<file path="src/rtl/mac_pkg.sv">
// Shared widths and signed types for the fully connected layer MAC element.
package mac_pkg;

    localparam int DEFAULT_A_W    = 22;
    localparam int DEFAULT_B_W    = 22;
    localparam int DEFAULT_ACC_W  = 48;
    localparam int DEFAULT_PROD_W = DEFAULT_A_W + DEFAULT_B_W;

    typedef logic signed [DEFAULT_A_W-1:0]    operand_a_t;
    typedef logic signed [DEFAULT_B_W-1:0]    operand_b_t;
    typedef logic signed [DEFAULT_PROD_W-1:0] product_t;
    typedef logic signed [DEFAULT_ACC_W-1:0]  acc_t;

endpackage : mac_pkg

</file>
<file path="src/rtl/signed_mult_pipe.sv">
// Two-stage registered signed multiplier: operand capture, then full-precision product.
module signed_mult_pipe
    import mac_pkg::*;
#(
    parameter int A_W = DEFAULT_A_W,
    parameter int B_W = DEFAULT_B_W,
    localparam int P_W = A_W + B_W
) (
    input  logic                  clk,
    input  logic                  rst,
    input  logic                  valid_i,
    input  logic signed [A_W-1:0] a_i,
    input  logic signed [B_W-1:0] b_i,
    output logic                  valid_o,
    output logic signed [P_W-1:0] prod_o
);

    logic signed [A_W-1:0] a_q;
    logic signed [B_W-1:0] b_q;
    logic signed [P_W-1:0] a_ext, b_ext, prod_d, prod_q;
    logic                  v1_q, v2_q;

    // Widening both operands first keeps the multiply self-sized at the product width.
    always_comb begin
        a_ext  = {{B_W{a_q[A_W-1]}}, a_q};
        b_ext  = {{A_W{b_q[B_W-1]}}, b_q};
        prod_d = a_ext * b_ext;
    end

    // NOTE: sequential state uses non-blocking assignments so every stage samples pre-edge values.
    always_ff @(posedge clk) begin
        if (rst) begin
            a_q    <= '0;
            b_q    <= '0;
            prod_q <= '0;
            v1_q   <= 1'b0;
            v2_q   <= 1'b0;
        end else begin
            a_q    <= a_i;
            b_q    <= b_i;
            prod_q <= prod_d;
            v1_q   <= valid_i;
            v2_q   <= v1_q;
        end
    end

    assign valid_o = v2_q;
    assign prod_o  = prod_q;

endmodule : signed_mult_pipe

</file>
<file path="src/rtl/mac_unit.sv">
// Pipelined signed MAC: registered product added combinationally to the caller's running sum.
module mac_unit
    import mac_pkg::*;
#(
    parameter int A_W   = DEFAULT_A_W,
    parameter int B_W   = DEFAULT_B_W,
    parameter int ACC_W = DEFAULT_ACC_W
) (
    input  logic                    clk,
    input  logic                    rst,
    input  logic                    i_valid,
    input  logic signed [A_W-1:0]   data_in_a,
    input  logic signed [B_W-1:0]   data_in_b,
    input  logic signed [ACC_W-1:0] sum_in,
    output logic                    o_valid,
    output logic signed [ACC_W-1:0] sum_out
);

    localparam int P_W = A_W + B_W;

    logic signed [P_W-1:0]   prod;
    logic signed [ACC_W-1:0] prod_ext;
    logic                    prod_valid;

    signed_mult_pipe #(
        .A_W (A_W),
        .B_W (B_W)
    ) u_mult (
        .clk     (clk),
        .rst     (rst),
        .valid_i (i_valid),
        .a_i     (data_in_a),
        .b_i     (data_in_b),
        .valid_o (prod_valid),
        .prod_o  (prod)
    );

    generate
        if (ACC_W > P_W) begin : g_sext
            assign prod_ext = {{(ACC_W-P_W){prod[P_W-1]}}, prod};
        end else begin : g_same
            assign prod_ext = prod;
        end
    endgenerate

    // Product register holds stale data on bubbles, so the add is gated by the valid bit.
    always_comb begin
        sum_out = sum_in;
        if (prod_valid) begin
            sum_out = sum_in + prod_ext;
        end
    end

    assign o_valid = prod_valid;

endmodule : mac_unit

</file>
<file path="config.mk">
export PLATFORM = sky130hd
export DESIGN_NAME = mac_unit
export DESIGN_NICKNAME = d
export VERILOG_FILES = /design/src/rtl/mac_pkg.sv /design/src/rtl/signed_mult_pipe.sv /design/src/rtl/mac_unit.sv
export SDC_FILE = /design/constraint.sdc
export NUM_CORES = 2
export LEC_CHECK = 0
export ABC_AREA = 0
export CORE_MARGIN = 2
export CORE_UTILIZATION = 36
export CTS_BUF_LIST = sky130_fd_sc_hd__clkbuf_2 sky130_fd_sc_hd__clkbuf_4 sky130_fd_sc_hd__clkbuf_8
export DETAILED_ROUTE_END_ITERATION = 12
export HOLD_SLACK_MARGIN = 0.12
export PLACE_DENSITY = 0.6
export SYNTH_ARGS = -nofsm -noshare
export SYNTH_HDL_FRONTEND = slang
export SYNTH_SLANG_ARGS = --single-unit
</file>
<file path="constraint.sdc">
create_clock -name clk -period 6.42 [get_ports clk]
set_input_delay 0.963 -clock clk [delete_from_list [all_inputs] [get_ports clk]]
set_output_delay 0.963 -clock clk [all_outputs]
set_load 0.005 [all_outputs]
</file>
Yosys cells after proc, flatten, opt, wreduce, memory -nomap -nowiden
Cells that the tools add are included.
{ "classes": {"n_mul": 1, "addsub": 1, "muxes": 1} }
{ "op_table": {"columns": ["op", "count"], "rows": [
  ["adder 48 x 44 -> 48 bit", 1],
  ["two-way mux 48 bit", 1],
  ["multiplier 22 x 22 -> 44 bit", 1]
]} }
{ "totals": {"word_cells": 8, "register_bits": 90, "inputBits": 95, "out_inout_bits": 49} }

Longest topological paths before layout
{ "depth": {"depth_word": 2, "mapped_depth": 27, "ltp_nobuf": 25} }

Hierarchy
Synthesis repeated with hierarchy kept, for this count alone.
{ "unflattened": {"hier_cells": 2696, "area_unflattened_um2": 24080.6} }
{ "modules_own_cells": {"columns": ["module", "instances", "cells_per_inst", "area_per_inst_um2"], "rows": [
  ["signed_mult_pipe", 1, 2235, 20626.0],
  ["mac_unit", 1, 461, 3454.6]
]} }

Worst setup path after synthesis
OpenSTA, ideal clock, no wires.
{ "synth_timing": {"kind": "flip-flop to flip-flop", "startpoint": "reg u_mult.a_q[21]", "endpoint": "reg u_mult.prod_q[40] (netlist: u_mult.prod_o[40])", "stages_incl_launch_ff": 25, "arrival_ps": 6796, "setup_slack_ps": -497, "setup_ps": 121, "required_ps": 6299, "synth_period_minus_slack_ps": 6917, "cell_sequence": "dfxtp_1 > clkbuf_1 > nand2_1 > inv_1 > fa_1 > fa_1 > inv_1 > fa_1 > inv_1 > fa_1 > fa_1 > fa_1 > inv_1 > fa_1 > inv_1 > ha_1 > clkbuf_1 > nand3_1 > nor3_1 > and3_1 > o31ai_1 > a31oi_1 > nor2_1 > o21ai_1 > mux2_2"} }
{ "synth_between": {"elab_chain_len": 1} }
{ "synth_rtl": {"columns": ["element", "line_no", "source"], "rows": [
  ["from (decl)", "signed_mult_pipe.sv:18", "logic signed [A_W-1:0] a_q;"],
  ["from (signal assigned)", "signed_mult_pipe.sv:39", "a_q <= a_i;"],
  ["multiplier 22 x 22 -> 44 bit", "signed_mult_pipe.sv:27", "prod_d = a_ext * b_ext;"],
  ["to (signal assigned)", "signed_mult_pipe.sv:41", "prod_q <= prod_d;"],
  ["to (decl)", "signed_mult_pipe.sv:20", "logic signed [P_W-1:0] a_ext, b_ext, prod_d, prod_q;"]
]} }
No other way between the ends.
A chain may end at the register's enable or synchronous reset.

Worst setup path in the final report
Same ends and word-level chain as after synthesis.

==> flow_metrics.py <==
metrics = {
    "cts": {
        "clockBufferDepth": 2,
        "h-tree-depth": 3,
        "cts.sink_count": 90,
        "ctsRootBufferMaster": "clkbuf_8",
        "clk_pin_slew_ns": 0.12,
        "cts_buffers": 9,
        "cts_tree": "done",
        "ctsHoldBuffers": 0,
        "clock_latency_ns": 0.47,
    },
    "placed_design": {
        "place_inst": 3702,
        "gp_congestion": 0.898,
        "io_buffers": 143,
        "hpwl_mm": 53.6,
    },
    "status": {
        "outcome": "complete, but fails checks",
        "violations": "setup timing",
    },
    "timing": {
        "timing.final.crit_share_pct": 102,
        "finalHoldViolCount": 0,
        "worst_pin_slew_ns": 0.844,
        "finClkSkew_ns": 0.0292,
        "fin_hold_ws_ns": 0.455,
        "fmax_ghz": 0.152,
        "layout_min_cycle_time_ns": 6.57,
        "max_slew_margin_pct": 42.3,
        "drv_slew": 0,
        "rsz0062_at_grt": "yes",
        "setup_viol": 7,
        "setup_ws_ns": -0.147,
    },
    "synth": {
        "mappedNetlistArea_mm2": 0.0234,
        "ys_dominant_reg_cell": "dfxtp_1",
        "synth.ff_latch_count": 90,
        "postSynthCellCount": 2609,
        "synth_edf_count": 0,
        "synthArstFlopShare_pct": 0,
        "yosys_warnings": 0,
        "ys_types": 64,
        "syn_nets": 3388,
        "syn_avg_cell_area_um2": 8.97,
        "yosysSeqAreaShare_pct": 7.70,
    },
    "cells_and_area": {
        "drive_above_1_share_pct": 17.0,
        "final_cells": 3761,
        "final_cell_mix": "510 x inv_1, 479 x fa_1, 326 x nand2_1",
        "nFillCells": 6137,
        "syn_to_final_growth_pct": 23.1,
        "final_nets": 3680,
        "post-route-util_pct": 44.8,
        "final_common_cell": "inv_1",
        "diodes": 0,
    },
    "die": {
        "die_area_mm2": 0.0671,
        "rows": 93,
        "initial_core_util_pct": 36.4,
        "dieWidth_um": 259,
        "io_pins": 144,
        "fp.dieH_um": 259,
        "core-area_mm2": 0.0643,
    },
    "critical_path": {
        "cp_max_fo": 10,
        "crit_arrival_ns": 6.91,
        "end_kind": "register",
        "slowest_stage": "fa_2",
        "cp.buffers_inverters": 5,
        "crit_path_frequent_cell": "fa_1",
        "cp_top_family": "adder cells",
        "cp.depth": 22,
        "path_cells": "and2_4, fa_2, inv_2, fa_1, fa_2, clkinvlp_4, fa_1, fa_1, inv_1, fa_1, inv_1, fa_1, ha_4, buf_6, a21o_1, nor3_2, o21ai_2, a32oi_2, a31oi_4, nor2_4, o21ai_2, mux2_4",
        "cpPeakStageDelay_ns": 0.61,
        "reg2regPathDepth": 22,
        "required_ns": 6.76,
        "crit_type": "reg -> reg",
        "startpoint_type": "register",
        "ff2ff_setup_slack_ns": -0.15,
    },
    "grt": {
        "gr-total-overflow": 0,
        "grt_max_degree": 64,
        "grt_pass1_wl_mm": 101,
        "grt_use_total_pct": 19.1,
        "grt_pass1_vias": 19800,
        "antenna_found_initial": 0,
    },
    "detailed_routing": {
        "drtAntennaViolNets": 0,
        "drc": 0,
        "vias_per_cell": 4.88,
        "drt_iter0_drc": 695,
        "wire_per_inst_um": 16.6,
        "firstDrtPassIters": 5,
        "via_count": 18400,
        "wirelength_mm": 62.5,
    },
    "flow_run": {
        "cap_violations": 0,
    },
    "power_and_ir_drop": {
        "ir_drop_uv": 477,
        "leakagePower_nw": 14.1,
        "powerDensity_mw_per_mm2": 327,
    },
    "hold_path": {
        "hold_path_depth": 1,
        "hold_class": "reg -> reg",
    },
}
[through the flow]
stage                     instance area, µm²  power [mW]  worst slack [ns]  setup TNS (ns)
final                                  28800        9.44            -0.147          -0.623
after global routing                   28800        10.5            -0.454           -3.87
after CTS                              28100        8.98            -0.169          -0.703
after detailed placement               27400        8.09            -0.472           -6.23
after global placement                 27400        7.99            -0.408           -4.88
after floorplan                        23500        5.52           -0.0320         -0.0320
[cell usage after synthesis, types with 5 or more instances]
library cell,n,area [µm²]
o211ai_1,5,37.5
nor3_1,16,80.1
nand4_1,11,68.8
dfxtp_1,90,1800
mux2_2,39,439
a21oi_1,95,475
o21ai_1,9,45.0
nand3_1,23,115
and3_1,6,37.5
and2_1,190,1190
a211oi_1,10,75.1
nand2_1,334,1250
o21ai_0,48,240
xor2_1,34,298
ha_1,182,2280
nor2b_1,58,363
o21bai_1,19,143
a21o_1,57,428
o21a_1,8,60.1
nor2_1,84,315
fa_1,502,10000
xnor2_1,51,447
inv_1,531,1990
a31oi_1,13,81.3
nand2b_1,10,62.6
clkbuf_1,122,458
[routing by layer]
layer / vias up / part of all wire [%] / GRT usage, % / wire (µm)
li1: 8508 / - / - / -
met3: 102 / 3.9 / 2.81 / 2450
met4: 0 / 3.2 / 6.45 / 2010
met1: 9385 / 39 / 23.2 / 24600
met5: - / 0 / 0 / 0
met2: 369 / 53 / 34.3 / 33400
[kinds of logic after synthesis]
family	Yosys count	share of synthesized area (%)
buf+inv	657	10.5
flops	90	7.70
fa+ha+maj	684	52.7
mux	41	1.96
xor+xnor	85	3.18
simple gates	749	15.4
compound gates	303	8.53
[what timing repair did]
action                                  CTS  global route
pin swaps                                45           124
gates resized for setup                 111           135
gates cloned                              1             0
endpoints found under the setup margin   23            22
buffers inserted                         14            34
[where the power goes]
part,switching [mW],internal [mW],total (mW)
sequential,0.0742,0.690,0.764
combinational,4.30,3.94,8.24
clock,0.276,0.158,0.434
total,4.65,4.78,9.44
[registers in the layout (all words and copies together) (netlist names)]
register        count
u_mult.prod_o      44
u_mult.a_q         22
u_mult.b_q         22
u_mult.v1_q         1
u_mult.valid_o      1
[final cells by class]
type	count	area (µm²)	share of cell area, %
Clock buffer	10	138	0.478
Tap cell	855	1070	3.71
Sequential cell	90	1890	6.55
Multi-Input combinational cell	1862	19800	68.7
Inverter	533	2010	6.96
Timing Repair Buffer	405	3870	13.4
Clock inverter	6	57.6	0.200
[final timing paths]
kind	start	end
worst max-delay path	u_mult.a_q[21]	u_mult.prod_o[40]
worst min-delay path	u_mult.v1_q	u_mult.valid_o
worst min register to register	u_mult.v1_q	u_mult.valid_o
worst max register to register	u_mult.a_q[21]	u_mult.prod_o[40]
Note: power is estimated with default switching activity, not from simulation.
